`src/rtl/cpu_dbg_pkg.sv`:
```
// Shared definitions for the CPU debug monitor: dump FSM states, HLT opcode
// and default data-path sizes.
package cpu_dbg_pkg;

  localparam int DEFAULT_DATA_W = 32;
  localparam int DEFAULT_NREGS  = 32;

  // Shared with the instruction decoder so both agree on what HLT is.
  localparam int HLT_OPCODE = 63;

  typedef enum logic [1:0] {
    IDLE  = 2'd0,
    FETCH = 2'd1,
    SEND  = 2'd2
  } dump_state_t;

endpackage

```
`src/rtl/dbg_cycle_watchdog.sv`:
```
// Cycle counter with halt capture and watchdog timeout for the debug monitor.
// halt_detect is the combinational "first HLT seen this cycle" strobe.
module dbg_cycle_watchdog
  import cpu_dbg_pkg::*;
#(
  parameter int OPCODE_W     = 6,
  parameter int HALT_OPCODE  = HLT_OPCODE,
  parameter int CNT_W        = 32,
  parameter int TIMEOUT      = 150,
  parameter int STOP_ON_HALT = 1
) (
  input  logic                clk,
  input  logic                rst,
  input  logic [OPCODE_W-1:0] opcode,
  output logic                halt_detect,
  output logic [CNT_W-1:0]    cycle_count,
  output logic                halted,
  output logic [CNT_W-1:0]    halt_cycle,
  output logic                timeout
);

  localparam logic [OPCODE_W-1:0] HALT_OP    = OPCODE_W'(HALT_OPCODE);
  localparam logic [CNT_W-1:0]    TIMEOUT_M1 = CNT_W'((TIMEOUT > 0) ? TIMEOUT - 1 : 0);

  logic count_hold;
  logic wdog_hit;

  assign halt_detect = (opcode == HALT_OP) && !halted;

  // The count also holds on the detect cycle so it keeps the captured halt value.
  assign count_hold = (STOP_ON_HALT != 0) && (halted || halt_detect);

  // A HLT on the expiry cycle takes priority, so the watchdog never fires then.
  assign wdog_hit = (TIMEOUT != 0) && !halted && !halt_detect && !timeout &&
                    (cycle_count == TIMEOUT_M1);

  always_ff @(posedge clk) begin
    if (rst) begin
      cycle_count <= '0;
      halted      <= 1'b0;
      halt_cycle  <= '0;
      timeout     <= 1'b0;
    end else begin
      if (!count_hold && (cycle_count != '1))
        cycle_count <= cycle_count + CNT_W'(1);
      if (halt_detect) begin
        halted     <= 1'b1;
        halt_cycle <= cycle_count;
      end
      if (wdog_hit)
        timeout <= 1'b1;
    end
  end

endmodule

```
`src/rtl/cpu_debug_monitor.sv`:
```
// Run-control/trace monitor: cycle count, HLT capture, watchdog, and a
// valid/ready register-file dump triggered on request or on halt.
module cpu_debug_monitor
  import cpu_dbg_pkg::*;
#(
  parameter int DATA_W       = DEFAULT_DATA_W,
  parameter int NREGS        = DEFAULT_NREGS,
  parameter int OPCODE_W     = 6,
  parameter int HALT_OPCODE  = HLT_OPCODE,
  parameter int CNT_W        = 32,
  parameter int TIMEOUT      = 150,
  parameter int AUTO_DUMP    = 1,
  parameter int STOP_ON_HALT = 1
) (
  input  logic                     clk,
  input  logic                     rst,
  input  logic [OPCODE_W-1:0]      opcode,
  input  logic                     dump_req,
  output logic [$clog2(NREGS)-1:0] rf_addr,
  input  logic [DATA_W-1:0]        rf_data,
  output logic                     dump_valid,
  input  logic                     dump_ready,
  output logic [$clog2(NREGS)-1:0] dump_idx,
  output logic [DATA_W-1:0]        dump_data,
  output logic                     dump_done,
  output logic [CNT_W-1:0]         cycle_count,
  output logic                     halted,
  output logic [CNT_W-1:0]         halt_cycle,
  output logic                     timeout
);

  localparam int IDX_W = $clog2(NREGS);
  localparam logic [IDX_W-1:0] LAST_IDX = IDX_W'(NREGS - 1);

  localparam logic [1:0] ST_IDLE  = IDLE;
  localparam logic [1:0] ST_FETCH = FETCH;
  localparam logic [1:0] ST_SEND  = SEND;

  logic [1:0]       state;
  logic [IDX_W-1:0] idx;
  logic             halt_detect;
  logic             trigger;

  dbg_cycle_watchdog #(
    .OPCODE_W    (OPCODE_W),
    .HALT_OPCODE (HALT_OPCODE),
    .CNT_W       (CNT_W),
    .TIMEOUT     (TIMEOUT),
    .STOP_ON_HALT(STOP_ON_HALT)
  ) u_watchdog (
    .clk        (clk),
    .rst        (rst),
    .opcode     (opcode),
    .halt_detect(halt_detect),
    .cycle_count(cycle_count),
    .halted     (halted),
    .halt_cycle (halt_cycle),
    .timeout    (timeout)
  );

  assign trigger = dump_req || ((AUTO_DUMP != 0) && halt_detect);
  assign rf_addr = idx;

  // Each entry costs a FETCH (register read) and at least one SEND cycle;
  // triggers arriving outside IDLE are dropped, not queued.
  always_ff @(posedge clk) begin
    if (rst) begin
      state      <= ST_IDLE;
      idx        <= '0;
      dump_valid <= 1'b0;
      dump_idx   <= '0;
      dump_data  <= '0;
      dump_done  <= 1'b0;
    end else begin
      dump_done <= 1'b0;
      case (state)
        ST_IDLE: begin
          if (trigger) begin
            idx   <= '0;
            state <= ST_FETCH;
          end
        end
        ST_FETCH: begin
          dump_data  <= rf_data;
          dump_idx   <= idx;
          dump_valid <= 1'b1;
          state      <= ST_SEND;
        end
        ST_SEND: begin
          if (dump_ready) begin
            dump_valid <= 1'b0;
            if (idx == LAST_IDX) begin
              dump_done <= 1'b1;
              state     <= ST_IDLE;
            end else begin
              idx   <= idx + IDX_W'(1);
              state <= ST_FETCH;
            end
          end
        end
        default: begin
          dump_valid <= 1'b0;
          state      <= ST_IDLE;
        end
      endcase
    end
  end

endmodule

```
`config.mk`:
```
export PLATFORM = sky130hd
export DESIGN_NAME = cpu_debug_monitor
export DESIGN_NICKNAME = d
export VERILOG_FILES = /design/src/rtl/cpu_dbg_pkg.sv /design/src/rtl/dbg_cycle_watchdog.sv /design/src/rtl/cpu_debug_monitor.sv
export SDC_FILE = /design/constraint.sdc
export NUM_CORES = 1
export LEC_CHECK = 0
export CAP_MARGIN = 25
export CORE_UTILIZATION = 47
export CTS_BUF_LIST = sky130_fd_sc_hd__clkbuf_2 sky130_fd_sc_hd__clkbuf_4 sky130_fd_sc_hd__clkbuf_8
export DETAILED_ROUTE_END_ITERATION = 10
export MAX_ROUTING_LAYER = met4
export PLACE_DENSITY = 0.82
export RECOVER_POWER = 25
export SYNTH_ARGS = -nofsm -noshare
export SYNTH_HDL_FRONTEND = slang
export SYNTH_SLANG_ARGS = --single-unit
```
`constraint.sdc`:
```
create_clock -name clk -period 3 [get_ports clk]
set_input_delay 0.6 -clock clk [delete_from_list [all_inputs] [get_ports clk]]
set_output_delay 0.6 -clock clk [all_outputs]
set_load 0.005 [all_outputs]
```
## Word level (Yosys, flattened, before mapping)

Cells that the tools add are included.

| storage, ports and cells | value |
|---|---|
| output and inout bits | 110 |
| word-level logic and storage cells | 52 |
| register bits | 112 |

| cells by class | value |
|---|---|
| reduce and logical (&&, ||, !) cells | 17 |
| add/sub/neg operators | 2 |
| multiplexer cells | 11 |
| bitwise logic cells | 3 |
| equal/unequal tests | 9 |

Operators with widths:

| operator | count |
|---|---|
| $add A32 B1 Y32 const B | 1 |
| $eq A32 B8 Y1 const B | 1 |
| $ne A32 B32 Y1 const B | 1 |
| $mux W5 | 3 |
| $pmux W5 S2 | 1 |
| $eq A6 B6 Y1 const B | 1 |
| $ne A2 B2 Y1 const B | 3 |
| $pmux W2 S3 | 1 |
| $add A5 B1 Y5 const B | 1 |
| $eq A5 B5 Y1 const B | 1 |
| $logic_and A1 B1 Y1 | 5 |
| $logic_not A1 Y1 | 4 |
| $mux W2 | 2 |
| $reduce_and A2 Y1 | 2 |
| $reduce_and A4 Y1 | 1 |
| $mux W1 | 3 |
| $not A1 Y1 | 3 |
| $pmux W1 S3 | 1 |
| $reduce_or A3 Y1 | 1 |
| $eq A2 B1 Y1 const B | 1 |
| $eq A2 B2 Y1 const B | 1 |
| $logic_not A2 Y1 | 1 |
| $logic_or A1 B1 Y1 | 2 |
| $reduce_bool A2 Y1 | 1 |

## Longest topological paths before layout

Gate-level depths: netlist (run 1).

| depth | value |
|---|---|
| depth after elaboration | 6 |
| mapped depth | 8 |
| mapped depth without buffers | 8 |

## Modules after synthesis

From an unflattened synthesis (run 1), not the netlist that was laid out.

| second synthesis, totals | value |
|---|---|
| cell total of the unflattened synthesis | 563 |
| area total of the unflattened synthesis | 4,598.2 sq um |

Modules (own cells, without submodules):

| module | area an instance (sq um) | seq. area each (sq um) | cells an instance | times used |
|---|---|---|---|---|
| dbg_cycle_watchdog | 2,906.5 | 1,321.3 | 357 | 1 |
| cpu_debug_monitor | 1,691.6 | 920.9 | 206 | 1 |

## Worst setup path after synthesis (run 1)

OpenSTA, ideal clock, no wires.

| timing | value |
|---|---|
| kind | register to register |
| start | register u_watchdog.cycle_count[0] |
| end | register u_watchdog.cycle_count[15] |
| data arrival time | 1.988 ns |
| required time | 2.879 ns |
| stages on the path, launching flop included | 9 |
| setup slack | 0.891 ns |
| path buffers | 2 |
| cells stage by stage | dfxtp_1 > ha_1 > and3_1 > and4_1 > and3_1 > buf_2 > buf_2 > nor4_1 > mux2_2 |

| between the ends | value |
|---|---|
| word-level cells in the longest chain between the ends | 2 |

Ends and longest elaborated chain:

| element | RTL line | RTL |
|---|---|---|
| start: declaration | dbg_cycle_watchdog.sv:16 | `output logic [CNT_W-1:0] cycle_count,` |
| start signal: assignment | dbg_cycle_watchdog.sv:45 | `cycle_count <= cycle_count + CNT_W'(1);` |
| parallel branches: the longest is 2 deep, another holds $add A32 B1 Y32 | -- |  |

Parallel ways; which one is timed is not known.
A chain may end at the register's enable or synchronous reset.

## Worst setup path in the final report (run 1)

| timing | value |
|---|---|
| start | register u_watchdog.cycle_count[1] |
| end | register u_watchdog.cycle_count[28] |

The elaborated chain is that of the path after synthesis.

==> impl_metrics.ini, run 1 <==
[timing]
fin_crit_sh_pct = 84.5
slew_viol_final = 38
fmax_mhz = 395
period_needed_ps = 2530
tns_ps = 0
setup_viol = 0
whs_ps = 456
max_slew_margin_pct = -0.700
hold_viol = 0
rsz0062_at_grt = false
worst_slack_ps = 465
worst_pin_slew_ps = 1510
finalClockSkew_ps = 14.1

[power_and_ir_drop]
p_per_area_nw_per_um2 = 415
leakagePower_nw = 2.12
fin_total_pwr_mw = 2.63
max-vdd-ir-drop_mv = 0.210

[worst_setup_path]
cp.required_ps = 3280
rr_worst_depth = 6
r2r_slack_ps = 470
path_buf_inv = 0
cp_max_fo = 9
cpPeakStageDelay_ps = 510
critPathCaptureType = flop
cp.arrival_ps = 2810
crit_path_cell_trace = ha_1, and3_1, o211ai_1, or3b_1, or4_1, a21oi_1
r2r_start = u_watchdog.cycle_count[1]
critPathLaunchType = flop
path_class = flop to flop
slowest_stage = or4_1
critical_path.top_delay_family = simple AND/OR/NAND/NOR gates
reg2reg_to = u_watchdog.cycle_count[28]

[cts]
clockBufferDepth = 2
numCtsBuffers = 9
clock_latency_ps = 370
cts_setup_buffers = 0
cts_max_level = 3
ctsHoldBuffers = 0
root_buffer = clkbuf_8
clk_pin_slew_ps = 100
cts_tree = done
cts_resized = 0
cts.sinks = 112

[die]
dieWidth_um = 101
io_pins = 152
core_area_um2 = 9330
dieArea_um2 = 10100
die_h_um = 101
start_util_pct = 48.9
num_rows = 35

[global_routing]
grt_overflow = 0
grt_max_degree = 61
grt_pass1_vias = 4238
antenna_found_initial = 0
grt_pass1_wl_um = 19800
grt_usage_pct = 25.0

[yosys]
post_synth_num_cell_types = 42
synth_cells = 566
synth.most_common_cell = nand2_1
syn_avg_cell_area_um2 = 8.06
synthesis.area_um2 = 4560
synth_edf_count = 0
yosys-top-cells-area = dfxtp_1, nand2_1, a21oi_1
postSynth.asyncResetShare_pct = 0
ys.flop_type = dfxtp_1
yosysSeqAreaShare_pct = 49.1
ys_top_cells_by_count = nand2_1, dfxtp_1, a21oi_1
synth_top_area_share_pct = 49.1
synth_top_area_cell = dfxtp_1
yosys_register_bits = 112
syn-num-nets = 612
yosysWarnings = 0

[run]
drv_cap = 1

[finish]
fillers = 793
final_area_um2 = 6330
layout.nets = 746
diodes = 0
area_growth_pct = 38.7
fin_util_pct = 67.9
drive_gt1_share_pct = 4.96
finalNonFillerCells = 834

[drt]
vias_per_cell = 5.45
drt_iter0_drc = 176
wl_per_cell_um = 14.7
vias = 4547
drt_first_pass_iters = 4
wl_um = 12300
drc = 0
ant_nets = 0

[min_path]
holdPathEnd = u_watchdog.halt_cycle[10]
hp-class = flop to flop
hold_path.startpoint = u_watchdog.halt_cycle[10]
whs_path_depth = 2

[placed_design]
pre_cts_slack_ps = 350
routabilityCongestion = 0.890
io_buffers = 151
dp_cells = 818
placed_cell_area_um2 = 6180
hpwl_um = 8740

[outcome]
status = finished with violations
violations = max-capacitance violations, max-slew violations
-- report_power, final --
| group | internal, mW | switching (mW) |
|---|---|---|
| registers | 1.52 | 0.0227 |
| clock network | 0.330 | 0.508 |
| logic | 0.133 | 0.115 |
| total | 1.98 | 0.645 |
-- cells in the final DEF (no fill, tap or decap), drive strengths merged, types with 4 or more instances in the layout --
master           n
clkdlybuf4s50  136
nand2          151
nor4b            6
nor2b            9
dlygate4sd3     14
nor3             9
o21ai            8
a21oi           92
nor2            26
inv              7
nand3            8
and2             7
and3             4
a31oi            4
or4              9
ha               4
a211oi           4
dfxtp          112
clkbuf          14
or3              7
nand4           10
o31ai           10
xnor2            8
buf              8
and4             7
nor4             7
-- flip-flops by register name (all words and copies together) (netlist names), 2 cells and up --
| register | count |
|---|---|
| dump_data | 32 |
| dump_idx | 5 |
| rf_addr | 5 |
| state | 2 |
| u_watchdog.cycle_count | 32 |
| u_watchdog.halt_cycle | 32 |
-- kinds of logic after synthesis --
logic type | share of synthesized area [%]
buffers and inverters | 3.76
AO/OA/AOI/OAI | 15.3
AND/OR/NAND/NOR | 28.0
XOR/XNOR | 1.54
flip-flops | 49.1
multiplexers | 1.18
adder cells (fa/ha/maj) | 1.10
-- how the worst max path moves through the flow --
stage | depth (start not counted) | to | start | slack [ps]
floorplan | 8 | u_watchdog.cycle_count[15] | u_watchdog.cycle_count[0] | 890
global placement | 6 | u_watchdog.cycle_count[28] | opcode[2] | 400
detailed placement | 6 | u_watchdog.cycle_count[28] | opcode[2] | 350
CTS | 6 | u_watchdog.cycle_count[28] | u_watchdog.cycle_count[1] | 530
global route | 6 | u_watchdog.cycle_count[28] | u_watchdog.cycle_count[1] | 310
finish | 6 | u_watchdog.cycle_count[28] | u_watchdog.cycle_count[1] | 470
-- cell type report --
cell class              count  area (um2)  area share (%)
multi-input cells         411        2160            34.0
well taps                 129         161            2.55
repair buffers            161        1580            24.9
clock buffers              11         139            2.19
flip-flops and latches    112        2240            35.4
inverters                   5        18.8           0.296
clock inverters             5        40.0           0.632
-- layer usage --
| metal | track usage, % | up-vias | wire length [um] | part of all wire (%) |
|---|---|---|---|---|
| li1 | - | 2224 | - | - |
| met1 | 29.3 | 2145 | 5350 | 43 |
| met2 | 43.4 | 160 | 6060 | 49 |
| met3 | 3.95 | 18 | 682 | 5.5 |
| met4 | 8.81 | 0 | 208 | 1.7 |
| met5 | - | - | 0 | 0 |
-- worst min-delay path, stage by stage, from the launching register on --
cell and delay, ps:
dfxtp_1 320, nand2_1 50, a21oi_1 50
No activity file was read; power rests on OpenSTA's default activity.
==> run 2, diff against run 1 <==
--- a/config.mk
+++ b/config.mk
@@ -6,11 +6,11 @@
 export NUM_CORES = 1
 export LEC_CHECK = 0
 export CAP_MARGIN = 25
-export CORE_UTILIZATION = 47
+export CORE_UTILIZATION = 43
 export CTS_BUF_LIST = sky130_fd_sc_hd__clkbuf_2 sky130_fd_sc_hd__clkbuf_4 sky130_fd_sc_hd__clkbuf_8
 export DETAILED_ROUTE_END_ITERATION = 10
 export MAX_ROUTING_LAYER = met4
-export PLACE_DENSITY = 0.82
+export PLACE_DENSITY = 0.79
 export RECOVER_POWER = 25
 export SYNTH_ARGS = -nofsm -noshare
 export SYNTH_HDL_FRONTEND = slang
==> constraint.sdc (replaced) <==
create_clock -name clk -period 2.15 [get_ports clk]
set_input_delay 0.43 -clock clk [delete_from_list [all_inputs] [get_ports clk]]
set_output_delay 0.43 -clock clk [all_outputs]
set_load 0.005 [all_outputs]
==> run 2 against run 1 <==
Against the previous run: the flow now finishes without violations; combinational power up 48%; largest cell class unchanged; non-clock buffer count up 54; core utilization down 1.8 points; first-iteration DRC count up 33%; register-to-register slack worse by 400 ps; count of clock-buffer cells in the layout unchanged; critical endpoint is now u_watchdog.cycle_count[3]; final area up 7.8%; sequential share of layout area down 2.6 points; critical path depth up 1; clock skew up 2.0 ps.
==> impl_metrics.ini, run 2 (synthesis results as in run 1) <==
[cts]
cts_tree = done
cts_max_level = 3
ctsHoldBuffers = 0
cts.sinks = 112
cts_setup_buffers = 0
clockBufferDepth = 2
root_buffer = clkbuf_8
numCtsBuffers = 9
clk_pin_slew_ps = 100
clock_latency_ps = 380

[drt]
drc = 0
drt_iter0_drc = 234
ant_nets = 0
wl_um = 13000
vias = 4726
wl_per_cell_um = 14.5
drt_first_pass_iters = 5
vias_per_cell = 5.29

[power_and_ir_drop]
p_per_area_nw_per_um2 = 559
max-vdd-ir-drop_mv = 0.276
leakagePower_nw = 2.43
fin_total_pwr_mw = 3.82

[die]
die_h_um = 105
num_rows = 37
core_area_um2 = 10300
io_pins = 152
start_util_pct = 44.2
dieArea_um2 = 11000
dieWidth_um = 105

[global_routing]
grt_pass1_wl_um = 21100
grt_max_degree = 52
grt_pass1_vias = 4546
grt_overflow = 0
antenna_found_initial = 0
grt_usage_pct = 24.4

[min_path]
hold_path.startpoint = u_watchdog.halt_cycle[11]
hp-class = flop to flop

[worst_setup_path]
critical_path.top_delay_family = simple AND/OR/NAND/NOR gates
r2r_start = u_watchdog.cycle_count[0]
r2r_slack_ps = 60
crit_path_cell_trace = ha_1, and3_4, and4_1, and3_2, buf_4, or4_1, a21oi_2
critPathLaunch = u_watchdog.cycle_count[0]
crit_cells = 7
path_class = flop to flop
cp.arrival_ps = 2390
slowest_stage = or4_1
path_buf_inv = 1
cp_max_fo = 12
reg2reg_to = u_watchdog.cycle_count[3]
critPathLaunchType = flop
cpPeakStageDelay_ps = 490
crit_end = u_watchdog.cycle_count[3]
critPathCaptureType = flop
cp.required_ps = 2460
rr_worst_depth = 7

[timing]
whs_ps = 460
max_slew_margin_pct = 48.5
fmax_mhz = 479
rsz0062_at_grt = false
worst_pin_slew_ps = 766
fin_crit_sh_pct = 97.1
hold_viol = 0
setup_viol = 0
slew_viol_final = 0
finalClockSkew_ps = 16.0
period_needed_ps = 2090

[placed_design]
hpwl_um = 9410
dp_cells = 879
routabilityCongestion = 0.865
placed_cell_area_um2 = 6600
io_buffers = 151

[finish]
layout.nets = 800
fillers = 871
area_growth_pct = 49.6
multi_input_area_um2 = 2180
seq_area_um2 = 2240
diodes = 0
drive_gt1_share_pct = 12.5
final_common_cell = nand2_1
final_cell_mix = nand2_1, clkdlybuf4s50_1, dfxtp_1
finalNonFillerCells = 894
final_area_um2 = 6830
top_regs = dump_data x32, u_watchdog.cycle_count x32, u_watchdog.halt_cycle x32

[run]
drv_cap = 0

[outcome]
status = finished clean
run 2: cell count changes in the layout (fill, tap and decap cells not counted), moves of 2 or more:
| cell | delta |
|---|---|
| and3_1 | -2 |
| a21oi_2 | +2 |
| a21oi_1 | -2 |
| buf_12 | +2 |
| clkbuf_8 | +2 |
| clkbuf_4 | -2 |
| buf_4 | +54 |
run 2: routing by layer:
metal	routed length, um	share of wire, %	GRT usage (%)
met5	0	0	-
met4	176	1.4	8.65
met3	794	6.1	2.50
met2	6440	50	42.5
met1	5590	43	29.2
run 2: worst min path at each step:
stage,to,slack (ps),cells after the start
6_report,u_watchdog.halt_cycle[11],460,2
3_5_place_dp,dump_data[11],450,2
2_1_floorplan,dump_data[0],450,2
3_3_place_gp,dump_data[4],440,2
5_1_grt,dump_data[30],480,2
4_1_cts,u_watchdog.halt_cycle[11],460,2
run 2: what timing repair did:
action,CTS,global route
endpoints found under the setup margin,1,10
gates resized for setup,1,6
cloned,0,0
run 2: power breakdown:
group	internal, mW	switching [mW]	leakage (nW)
registers	2.12	0.0277	0.906
clock network	0.601	0.703	0.106
logic	0.196	0.170	1.41
run 2: layout make-up:
class / instances / share of cell area [%]
clock inverters: 4 / 0.770
inverters: 5 / 0.275
flip-flops and latches: 112 / 32.8
multi-input cells: 411 / 31.9
clock buffers: 11 / 2.22
well taps: 136 / 2.49
repair buffers: 215 / 29.5
run 2: through the flow:
stage / setup slack [ps] / TNS, ps / utilization [%]
floorplan: 41.2 / 0 / -
global placement: -63.2 / -227 / 64.0
detailed placement: -104 / -951 / 64.0
CTS: 0.800 / 0 / 66.0
global route: 10.2 / 0 / 66.1
finish: 62.4 / 0 / 66.1
run 2: worst register-to-register path: cells and delay by family, from the launching register on:
kind | cells | cell delay (ps)
simple gates | 4 | 1140
compound gates | 1 | 150
fa+ha+maj | 1 | 240
buf+inv | 1 | 180
flops | 1 | 320
